===== src/rtl/sub_e.sv =====
`default_nettype none
// +----------------------------------------------------------------------------+
// | sub_e : 2-bit symbol to byte assembler with framing check and byte FIFO     |
// | Rev 1.0                                                                     |
// +----------------------------------------------------------------------------+
module sub_e #(
  parameter int FIFO_DEPTH   = 4,
  parameter int SYM_PER_BYTE = 4
) (
  input  logic                                testi_clk_e,
  input  logic                                testi_rst_n_e,
  input  logic                                testi1_e,
  input  logic [1:0]                          testi2_e,
  input  logic                                testi3_e,
  input  logic                                testi4_e,
  input  logic                                testi5_e,
  output logic                                testo1_e,
  output logic [7:0]                          testo2_e,
  output logic                                testo3_e,
  output logic [$clog2(FIFO_DEPTH+1)-1:0]     testo4_e,
  output logic                                testo5_e
);

  localparam int LVL_W = $clog2(FIFO_DEPTH + 1);
  localparam int PTR_W = (FIFO_DEPTH > 1) ? $clog2(FIFO_DEPTH) : 1;

  localparam logic [0:0] S_IDLE     = 1'b0;
  localparam logic [0:0] S_ASSEMBLE = 1'b1;

  localparam logic [1:0]       LAST_SYM = 2'(SYM_PER_BYTE - 1);
  localparam logic [LVL_W-1:0] LVL_FULL = LVL_W'(FIFO_DEPTH);
  localparam logic [PTR_W-1:0] PTR_LAST = PTR_W'(FIFO_DEPTH - 1);

  logic             r_run;
  logic [0:0]       r_state;
  logic [1:0]       r_cnt;
  logic [7:0]       r_shift;
  logic [7:0]       r_mem [FIFO_DEPTH];
  logic [PTR_W-1:0] r_wr;
  logic [PTR_W-1:0] r_rd;
  logic [LVL_W-1:0] r_level;
  logic             r_ferr;
  logic             r_ovf;

  logic             w_sym;
  logic             w_frm_err;
  logic             w_push;
  logic [7:0]       w_push_byte;
  logic             w_empty;
  logic             w_full;
  logic             w_pop;
  logic             w_wr;
  logic             w_ovf;

  // Reset release is retimed by one flop, so the core leaves reset on the first
  // edge after deassertion and can accept a symbol on the second.
  always_ff @(posedge testi_clk_e or negedge testi_rst_n_e) begin
    if (!testi_rst_n_e) r_run <= 1'b0;
    else                r_run <= 1'b1;
  end

  always_comb begin
    w_sym       = testi1_e & r_run;
    w_frm_err   = w_sym & (((r_state == S_IDLE) & ~testi3_e) |
                           ((r_state == S_ASSEMBLE) & testi3_e));
    w_push      = w_sym & (r_state == S_ASSEMBLE) & ~testi3_e & (r_cnt == LAST_SYM);
    w_push_byte = {testi2_e, r_shift[5:0]};
    w_empty     = (r_level == '0);
    w_full      = (r_level == LVL_FULL);
    w_pop       = ~w_empty & testi4_e;
    w_wr        = w_push & (~w_full | w_pop);
    w_ovf       = w_push & w_full & ~w_pop;
  end

  always_ff @(posedge testi_clk_e or negedge testi_rst_n_e) begin
    if (!testi_rst_n_e) begin
      r_state <= S_IDLE;
      r_cnt   <= 2'd0;
      r_shift <= 8'h00;
    end else if (!r_run) begin
      r_state <= S_IDLE;
      r_cnt   <= 2'd0;
      r_shift <= 8'h00;
    end else if (w_sym) begin
      if (testi3_e) begin
        // A start marker always begins a fresh byte, abandoning any partial one.
        r_shift <= {6'b0, testi2_e};
        r_cnt   <= 2'd1;
        r_state <= S_ASSEMBLE;
      end else if (r_state == S_ASSEMBLE) begin
        if (r_cnt == LAST_SYM) begin
          r_state <= S_IDLE;
          r_cnt   <= 2'd0;
          r_shift <= 8'h00;
        end else begin
          r_shift[{r_cnt, 1'b0} +: 2] <= testi2_e;
          r_cnt                       <= r_cnt + 2'd1;
        end
      end
    end
  end

  always_ff @(posedge testi_clk_e) begin
    if (w_wr) r_mem[r_wr] <= w_push_byte;
  end

  always_ff @(posedge testi_clk_e or negedge testi_rst_n_e) begin
    if (!testi_rst_n_e) begin
      r_wr    <= '0;
      r_rd    <= '0;
      r_level <= '0;
      r_ferr  <= 1'b0;
      r_ovf   <= 1'b0;
    end else if (!r_run) begin
      r_wr    <= '0;
      r_rd    <= '0;
      r_level <= '0;
      r_ferr  <= 1'b0;
      r_ovf   <= 1'b0;
    end else begin
      if (w_wr)  r_wr <= (r_wr == PTR_LAST) ? '0 : r_wr + PTR_W'(1);
      if (w_pop) r_rd <= (r_rd == PTR_LAST) ? '0 : r_rd + PTR_W'(1);
      case ({w_wr, w_pop})
        2'b10:   r_level <= r_level + LVL_W'(1);
        2'b01:   r_level <= r_level - LVL_W'(1);
        default: r_level <= r_level;
      endcase
      // Setting events take priority over a same-cycle clear.
      if (w_frm_err)      r_ferr <= 1'b1;
      else if (testi5_e)  r_ferr <= 1'b0;
      if (w_ovf)          r_ovf  <= 1'b1;
      else if (testi5_e)  r_ovf  <= 1'b0;
    end
  end

  assign testo1_e = ~w_empty;
  assign testo2_e = w_empty ? 8'h00 : r_mem[r_rd];
  assign testo3_e = r_ferr;
  assign testo4_e = r_level;
  assign testo5_e = r_ovf;

endmodule
`default_nettype wire


===== config.mk =====
export PLATFORM = sky130hd
export DESIGN_NAME = sub_e
export DESIGN_NICKNAME = d
export VERILOG_FILES = /design/src/rtl/sub_e.sv
export SDC_FILE = /design/constraint.sdc
export NUM_CORES = 1
export LEC_CHECK = 0
export ABC_AREA = 1
export CAP_MARGIN = 20
export CORE_MARGIN = 2
export CORE_UTILIZATION = 45
export CTS_CLUSTER_SIZE = 10
export DETAILED_ROUTE_END_ITERATION = 8
export PLACE_DENSITY = 0.61
export SYNTH_ARGS = -nofsm -noshare
export SYNTH_HDL_FRONTEND = slang
export SYNTH_SLANG_ARGS = --single-unit
export TNS_END_PERCENT = 30

===== constraint.sdc =====
create_clock -name testi_clk_e -period 2.2 [get_ports testi_clk_e]
set_input_delay 0.22 -clock testi_clk_e [delete_from_list [all_inputs] [get_ports testi_clk_e]]
set_output_delay 0.22 -clock testi_clk_e [all_outputs]
set_load 0.01 [all_outputs]

==> summary.md <==
| Metric | Value |
|---|---|
| Cell Pwr Density | `883 nW/um^2` |
| Largest net degree at the start of global routing | `20` |
| Global route overflow | `0` |
| Static leakage | `1.15 nW` |
| Mean Syn Cell Area | `10.3 um^2` |
| Core box area | `slightly above 5000 um^2` |
| Reg2reg setup slack | `300 ps` |
| Worst skew pair latency | `300 ps` |
| Filler cells | `about 460` |
| Placed Instances | `334` |
| Final critical-path required period | `2090 ps` |
| Crit-path slowest cell | `clkdlybuf4s50_1` |
| Port bufs | `21` |
| First-pass GRT wire length | `7830 um` |
| Arr. time, crit path | `1870 ps` |
| Cell variety after synth | `33` |
| Total Neg Setup Slack | `0 ps` |
| GPL Wtd Cong | `between 0.8 and 0.9` |
| WS Path Type | `reg -> out` |
| Critical Path RT | `1980 ps` |
| HPWL after DPL | `3250 um` |
| Post-route ant nets | `0` |
| Total track usage | `16.9%` |
| Final nets | `292` |
| WHS | `about 250 ps` |
| Buffer depth of the longest clock path | `2` |
| Die area | `a little over 6000 um^2` |
| Clk_skew | `6.22 ps` |
| DR WL/cell | `13.4 um` |
| Register area share after synthesis | `58.7%` |
| Gate Count Post-Synth | `237` |
| MaxCap Viol Count | `0` |
| Via density | `~4.9` |
| Synthesized Nets | `256` |
| Synthesized flop and latch total | `51` |
| Initial antenna violation count | `0` |
| Row count | `26` |
| Detailed Routing Iterations Pass 1 | `4` |
| CP bufs+invs | `2` |
| Area Growth Syn to Fin | `18.6%` |
| Vias | `about 1700` |
| Die Y-Extent | `77.7 um` |
| RSZ-0062 raised after global routing | `false` |
| Max Clock Freq | `479 MHz` |
| CTS tree | `built` |
| Delay-heaviest family, CP | `buffers and inverters` |
| Cells on worst reg2reg path | `10` |
| Final Hold Violating Endpoints | `0` |
| Synth warn | `0` |
| I/O pin count | `22` |
| Post-layout util | `56.1%` |
| H-tree depth | `2` |
| Fin cells | `344` |
| Setup violators final | `0` |
| Cell at the root of the clock tree | `clkbuf_8` |
| Initial core utilization | `47.3%` |
| Dpl ws | `around 130 ps` |
| Cells along the critical path | `clkinvlp_4 > nor2_1 > o21ai_1 > a21oi_1 > clkdlybuf4s50_1` |
| Ratio of cells with drive above 1 in the final layout | `about 17%` |
| Final Cycle Share | `94.9%` |
| Chip width | `77.7 um` |
| Post-Syn Area | `2450 um^2` |
| Crit path capture type | `primary output` |
| First DRT Iteration DRCs | `90` |
| Total Wirelength | `4620 um` |
| Worst Hold Class | `in -> async` |
| Max FO, Critical Path | `9` |
| CTS Buf Count | `5` |
| Largest stage delay, worst path | `560 ps` |
| R2r endpoint | `testo4_e[2]$_DFFE_PN0P_` |
| Status | `finished, final reports clean` |
| Clk slew on worst S/H paths | `80 ps` |
| R2r startpoint | `r_cnt[0]$_DFFE_PN0P_` |
| Slew Viols, Final | `0` |
| DRC | `0` |
| N_diodes | `0` |
| Setup ws final | `112 ps` |
| VDD IR max | `0.000422 V` |
| Nature of the critical path startpoint | `flip-flop` |
| Vias in the first global route | `1669` |
| Clock sinks | `51` |
-- registers in the layout, indices dropped and copies added (netlist names) --
| signal | cells |
|---|---|
| r_mem | 32 |
| r_shift | 6 |
| testo4_e | 3 |
| r_cnt | 2 |
| r_rd | 2 |
| r_wr | 2 |
| r_run | 1 |
| r_state | 1 |
| testo3_e | 1 |
| testo5_e | 1 |
-- cell type report --
class	count	area, um^2	share of cell area, %
clock inverter	2	7.51	0.259
inverter	24	97.6	3.36
multi-input combinational	157	886	30.5
sequential	51	1440	49.6
timing repair buffer	34	310	10.7
clock buffer	6	72.6	2.50
tap	70	87.6	3.02
-- layout by cell type (no fill, tap or decap), types with 2 or more instances in the layout --
cell,instances
a21oi_1,12
a21oi_2,2
buf_4,13
clkbuf_8,5
clkdlybuf4s50_1,20
clkinv_1,3
dfrtp_1,17
dfrtp_2,2
edfxtp_1,32
ha_1,10
inv_1,15
inv_2,5
nand2_1,21
nand2_2,6
nand3_1,11
nand4_1,4
nor2_1,41
nor2_2,4
nor2_4,3
nor3_1,2
o21a_1,3
o21ai_0,12
o21ai_1,14
or2_1,2
-- worst register-to-register path: stages (launching register included) --
cell and delay [ps]:
dfrtp_1 430, ha_1 280, nand3_1 150, nand2_1 100
fa_1 380, xor2_1 170, inv_1 50, nand2_1 60
nand2_1 50, nand3_1 60, nand2_1 50
-- per-layer routing --
metal	GRT usage (%)	share of wire (%)	wire length [um]	vias to the layer above
met5	0	0	0	-
met2	29.7	49	2250	26
met3	3.95	4.0	186	6
li1	-	-	-	873
met4	4.29	1.1	53	0
met1	20.9	46	2120	791
-- cell families (layout without fill, tap and decap cells) --
family          Yosys count  count (layout)  synth area share [%]
compound gates           48              48                  11.3
xor+xnor                  1               1                 0.358
fa+ha+maj                11              11                  5.93
buf+inv                  29              66                  5.06
flops                    51              51                  58.7
other cells               1               1                 0.153
simple gates             96              96                  18.5
-- Yosys cell counts, drive strengths merged --
master	count	share of area [%]
o21ai	27	6.0
conb	1	0.15
xor2	1	0.36
inv	22	3.5
dfrtp	19	19
nor3	2	0.41
o21a	3	0.92
clkinv	2	0.31
nor2	48	8.7
or2	3	0.87
a21oi	14	3.2
edfxtp	32	39
ha	10	5.1
nand2	28	5.2
fa	1	0.82
o2bb2ai	1	0.36
nand3	11	2.3
buf	5	1.3
o22ai	1	0.26
o211ai	1	0.31
nand4	4	1.0
o31ai	1	0.31
-- stage by stage --
| stage | area (um^2) | total power [mW] |
|---|---|---|
| 3_3_place_gp | 2800 | 2.06 |
| 2_1_floorplan | 2450 | 1.67 |
| 3_5_place_dp | 2800 | 2.07 |
| 5_1_grt | 2900 | 2.73 |
| 4_1_cts | 2880 | 2.56 |
| 6_report | 2900 | 2.56 |
-- timing repair --
action                                  4_1_cts  5_1_grt
hold buffers                                  0        0
buffers inserted                              0        2
endpoints found under the setup margin        6        8
gates resized for setup                       1        4
-- how the worst max path moves through the flow --
stage / startpoint / end / slack, ps / cells past startpoint
2_1_floorplan: r_run$_DFF_PN0_ / testo4_e[2]$_DFFE_PN0P_ / 450 / 12
3_3_place_gp: testi1_e / testo4_e[2]$_DFFE_PN0P_ / 200 / 12
3_5_place_dp: testi1_e / testo4_e[2]$_DFFE_PN0P_ / 130 / 12
4_1_cts: r_rd[0]$_DFFE_PN0P_ / testo2_e[0] / 9 / 4
5_1_grt: testo4_e[0]$_DFFE_PN0P_ / testo2_e[6] / 7 / 5
6_report: r_rd[1]$_DFFE_PN0P_ / testo2_e[6] / 110 / 5
-- where the power goes --
part | total, mW | internal (mW) | switching (mW)
sequential | 1.15 | 1.07 | 0.0727
combinational | 0.920 | 0.424 | 0.496
clock | 0.494 | 0.217 | 0.277
Note: power is estimated with default switching activity, not from simulation.
